===== config.mk =====
export PLATFORM = sky130hd
export DESIGN_NAME = rv32_dmem_arbiter
export DESIGN_NICKNAME = d
export VERILOG_FILES = /design/src/rtl/rv32_dmem_arbiter.sv
export SDC_FILE = /design/constraint.sdc
export NUM_CORES = 1
export LEC_CHECK = 0
export BUFFER_PORTS_ARGS = -buffer_cell sky130_fd_sc_hd__buf_4
export CAP_MARGIN = 40
export CORE_AREA = 2 2 115 117
export DETAILED_ROUTE_END_ITERATION = 7
export DIE_AREA = 0 0 117 119
export GPL_ROUTABILITY_DRIVEN = 0
export PLACE_DENSITY = 0.44
export SYNTH_ARGS = -nofsm -noshare
export SYNTH_HDL_FRONTEND = slang
export SYNTH_SLANG_ARGS = --single-unit
export TNS_END_PERCENT = 1

===== constraint.sdc =====
create_clock -name clk -period 1.75 [get_ports clk]
set_input_delay 0.2625 -clock clk [delete_from_list [all_inputs] [get_ports clk]]
set_output_delay 0.2625 -clock clk [all_outputs]
set_load 0.005 [all_outputs]

===== src/rtl/rv32_dmem_arbiter.sv =====
// Round-robin arbiter sharing one synchronous single-port data SRAM between the
// single-cycle core data port and an external debug/DMA master.
module rv32_dmem_arbiter #(
    parameter int unsigned AW = 32,
    parameter int unsigned DW = 32
) (
    input  logic          clk,
    input  logic          reset_n,
    input  logic [AW-1:0] c_addr,
    input  logic          c_read,
    input  logic          c_write,
    input  logic [DW-1:0] c_wdata,
    output logic [DW-1:0] c_rdata,
    output logic          c_stall,
    input  logic          e_req,
    input  logic          e_we,
    input  logic [AW-1:0] e_addr,
    input  logic [DW-1:0] e_wdata,
    output logic          e_gnt,
    output logic          e_rvalid,
    output logic [DW-1:0] e_rdata,
    output logic          m_en,
    output logic          m_we,
    output logic [AW-1:0] m_addr,
    output logic [DW-1:0] m_wdata,
    input  logic [DW-1:0] m_rdata
);

    typedef enum logic [1:0] {StIdle, StCrd, StErd} state_e;

    state_e state_q, state_d;
    logic   last_q, last_d;  // 0: core granted last, 1: external granted last
    logic   c_req;

    assign c_req = c_read | c_write;

    always_comb begin
        state_d  = state_q;
        last_d   = last_q;
        c_rdata  = '0;
        c_stall  = 1'b0;
        e_gnt    = 1'b0;
        e_rvalid = 1'b0;
        e_rdata  = '0;
        m_en     = 1'b0;
        m_we     = 1'b0;
        m_addr   = '0;
        m_wdata  = '0;
        // Outputs are held at zero for as long as reset is asserted.
        if (reset_n) begin
            case (state_q)
                StIdle: begin
                    if (c_req && (!e_req || last_q)) begin
                        m_en    = 1'b1;
                        m_we    = c_write;
                        m_addr  = c_addr;
                        m_wdata = c_write ? c_wdata : '0;
                        c_stall = ~c_write;
                        last_d  = 1'b0;
                        if (!c_write) state_d = StCrd;
                    end else if (e_req) begin
                        e_gnt   = 1'b1;
                        m_en    = 1'b1;
                        m_we    = e_we;
                        m_addr  = e_addr;
                        m_wdata = e_wdata;
                        c_stall = c_req;
                        last_d  = 1'b1;
                        if (!e_we) state_d = StErd;
                    end
                end
                StCrd: begin
                    c_rdata = m_rdata;
                    state_d = StIdle;
                end
                StErd: begin
                    e_rvalid = 1'b1;
                    e_rdata  = m_rdata;
                    c_stall  = c_req;
                    state_d  = StIdle;
                end
                default: state_d = StIdle;
            endcase
        end
    end

    always_ff @(posedge clk or negedge reset_n) begin
        if (!reset_n) begin
            state_q <= StIdle;
            last_q  <= 1'b1;
        end else begin
            state_q <= state_d;
            last_q  <= last_d;
        end
    end

endmodule


=== After elaboration in Yosys (flattened, before gate mapping) ===
Cells that the tools add are included.
Widths: inputs -> output; s select.

* Muxes and demuxes: 37
* Equality and inequality tests: 5
* Bitwise logic cells: 2
* Reductions and logical operators: 7

{| class="wikitable"
|+ Operators with widths
! kind !! count
|-
| $mux 32 || 13
|-
| $mux 1 || 18
|-
| $mux 2 || 5
|-
| $ne 3x3->1 const B || 3
|-
| $reduce_and 4->1 || 1
|-
| $reduce_and 3->1 || 1
|-
| $eq 2x1->1 const B || 1
|-
| $eq 2x2->1 const B || 1
|-
| $logic_not 2->1 || 1
|-
| $pmux 1 s2 || 1
|-
| $reduce_bool 2->1 || 1
|-
| $logic_and 1x1->1 || 1
|-
| $logic_not 1->1 || 1
|-
| $logic_or 1x1->1 || 1
|-
| $not 1->1 || 1
|-
| $or 1x1->1 || 1
|}

* Word-level logic and storage cells: 53
* Flip-flop bits (word level): 3
* Output and inout bits: 133

=== Longest topological paths before layout ===
* Word-level depth: 6
* Gate-level depth with buffers: 6

=== Worst setup path before layout ===
OpenSTA, ideal clock, no wires.

* Kind: flip-flop to output port
* Start point: reg last_q
* End point: out m_wdata[22]
* Arrival time: 1.375 ns
* Setup slack: 0.113 ns
* Required time: 1.487 ns
* Path buffers: 3
* Cell stages (with the launch flop): 7
* Cells stage by stage: dfstp_2 -> nand2b_1 -> buf_2 -> and4_1 -> buf_2 -> buf_4 -> a22o_1

* Longest elaborated chain between the ends: 5

{| class="wikitable"
|+ Ends and longest elaborated chain
! element !! RTL line !! text
|-
| start: declaration || 32 || <nowiki>logic last_q, last_d;</nowiki>
|-
| start signal: assignment || 93 || <nowiki>last_q <= last_d;</nowiki>
|-
| $logic_or 1x1->1 || 53 || <nowiki>if (c_req && (!e_req || last_q)) begin</nowiki>
|-
| $logic_and 1x1->1 || 53 ||
|-
| $mux 32 || 53 ||
|-
| $mux 32 || 51 || <nowiki>case (state_q)</nowiki>
|-
| $mux 32 || 50 || <nowiki>if (reset_n) begin</nowiki>
|-
| end: declaration || 25 || <nowiki>output logic [DW-1:0] m_wdata,</nowiki>
|}

No other way between the ends.

=== Worst setup path in the final report ===
* Start point: reg last_q
* End point: out m_wdata[27]

The elaborated chain is that of the path after synthesis.

==> impl_metrics.toml <==
[run_status]
status = "complete, but fails checks"
violations = "setup timing"

[final_layout]
drive_above_1_share = 0.624
multi_input_area_um2 = 1520
seq_area_um2 = 78.8
final_cells = 716
final_nets = 707
diodes = 0
fill_cells = 1377
syn2layout_area_growth_pct = 158
final_area_um2 = 4440

[critical_path]
cp-end-kind = "primary output"
worstPathRequired_ns = 1.49
critPathLaunchType = "flop"
crit_type = "flop to primary output"
crit_arrival_ns = 1.65
crit_path_start = "last_q$_DFFE_PN1P_"
reg2reg_from = "state_q[0]$_DFFE_PN0P_"
cp_max_fo = 9

[timing]
fin_hold_ws_ns = 0.0996
slew_headroom = 0.750
slew_violations = 0
fmax_ghz = 0.523
final.setup.worst_slack_ns = -0.163
period_needed_ns = 1.91
skew_ns = 0.000321
period_share = 1.09
report.final.hold_viol_count = 0
tns_ns = -8.25
setup_viol = 68
tightest_slew_ns = 0.376
rsz0062_at_grt = "yes"

[floorplanning]
die-area_um2 = 13900
fp.coreArea_um2 = 12900
die_x_um = 117
fp.dieH_um = 119
start_util = 0.134
rows = 42
pin_count = 299

[drt]
drtAntennaViolNets = 0
routed_wirelength_um = 12500
vias_per_cell = 4.40
post_drt_wl_per_cell_um = 17.4
drtIter0Drc = 139
route.vias.total = 3149
dr.pass1.iters = 4
drc_errors = 0

[placed_design]
io_buffer_count = 298
place_area_um2 = 4190
post-dp-hpwl_um = 9250
dp.cells = 707

[power_and_ir_drop]
peakVddDrop_mv = 0.344
combPwrFrac = 0.849
swShare = 0.421
leakagePower_uw = 0.00228
p_int_uw = 2060
power_uw = 3560
seqPwrFrac = 0.051
p_clk_frac = 0.101
power_per_cell_area_nw_per_um2 = 800
p_sw_uw = 1500

[synthesis]
synthSimpleGateAreaFrac = 0.512
synth_top_area_frac = 0.232
syn_area_per_cell_um2 = 6.68
async_reset_ff_frac = 1.00
synth_commonest_cells = "64 x and2_1, 32 x a22o_1, 32 x nand3_1, 32 x nand4_1, 30 x a21boi_1"
synth_warnings = 0
synth_ff_type = "dfrtp_1"
synth_fa_ha_area_frac = 0
synth-xor-area-share = 0
syn_area_um2 = 1720
synth_edf_count = 0
synth_compound_area_frac = 0.331
synth_seq_cells = 3
seq_area_frac_synth = 0.0443
synth.area.top_cells = "and2_1 23%, a22o_1 16%, a21boi_1 13%, nand4_1 12%, nand3_1 9.3%"
synth_nets = 424
synth_cell_types = 35
yosys.area.top_type = "and2_1"
synth_top_family_by_area = "simple AND/OR/NAND/NOR gates"
yosys-mux-area-fraction = 0.0131
synthCells = 258
synth_most_common_cell = "and2_1"

[global_routing]
grt_overflow_total = 0
grt_pass1_vias = 3006
grt_start_max_net_pins = 40
antenna_found_initial = 0
grt_pass1_wl_um = 16900
grtUsageTotal = 0.154

[clock_tree]
clk_path_buf_depth = 2
cts_root_buffer = "clkbuf_16"
numCtsBuffers = 3
cts_tree = "done"
clock_sinks = 3
cts_max_level = 1
clk_pin_slew_ns = 0.03
clk_latency_ns = 0.22

[worst_hold_path]
hold_path.class = "input port to async pin"

[job]
drv_cap = 0
cells in the final DEF (no fill, tap or decap), types with 2 or more instances in the layout:
master / n
nand4_1: 32
a21boi_2: 5
buf_12: 7
nand2_1: 2
a21boi_1: 27
dfrtp_2: 2
a22o_1: 32
nor2_2: 2
nand3_1: 32
buf_6: 4
clkbuf_16: 6
buf_4: 299
and2_1: 63
and3_1: 2
what timing repair did:
item | in CTS | in global routing
hold buffers | 0 | 0
pin swaps | 2 | 8
endpoints found under the setup margin | 131 | 131
endpoints found under the hold margin | 0 | 0
setup buffers | 1 | 0
gates cloned | 1 | 3
resized for setup | 13 | 11
worst max-delay path: stages, from the launching register on:
cell and delay [ns]:
dfstp_2 0.56, nand2b_4 0.16, and4_4 0.29, buf_12 0.15
a22o_1 0.16, buf_4 0.12
sequential cells by signal (all words and copies together), names as in the netlist:
register / flops
last_q: 1
state_q: 2
logic make-up after synthesis:
kind of cell / Yosys count
and+or+nand+nor: 145
DFF: 3
muxes: 2
AOI/OAI and AO/OA: 71
buffers and inverters: 37
metal layers:
layer  global-route usage  part of all wire  vias up
li1                     -                 -     1523
met1                0.182              0.39     1476
met2                0.294              0.53      142
met3               0.0183             0.071        8
met4               0.0294            0.0083        0
met5                    0                 0        -
power groups by stage:
stage | Clock, uW | Combinational, uW | Sequential [uW]
finish | 359 | 3020 | 180
global route | 377 | 3250 | 186
detailed placement | 0 | 2780 | 170
CTS | 367 | 2870 | 177
floorplan | 0 | 1320 | 124
global placement | 0 | 2770 | 165
final timing paths:
kind                                          end  slack (ns)  depth (start not counted)
setup / recovery                      m_wdata[27]       -0.16                          5
hold reg to reg                last_q$_DFFE_PN1P_        0.55                          1
min in group clk               last_q$_DFFE_PN1P_        0.41                          3
setup reg to reg           state_q[1]$_DFFE_PN0P_        0.20                          3
hold / removal             state_q[1]$_DFFE_PN0P_         0.1                          2
max in group asynchronous      last_q$_DFFE_PN1P_        1.34                          2
through the flow:
stage	util	setup slack, ns
after detailed placement	0.325	0.0215
final	0.345	-0.163
after global placement	0.325	0.0524
after floorplan	-	0.113
after CTS	0.336	-0.158
after global routing	0.345	-0.216
cell type report:
class	count	area share
timing repair buffer	315	0.573
multi-input combinational	218	0.342
tap	176	0.0495
sequential	3	0.0177
clock buffer	4	0.0177
No activity file was read; power rests on OpenSTA's default activity.
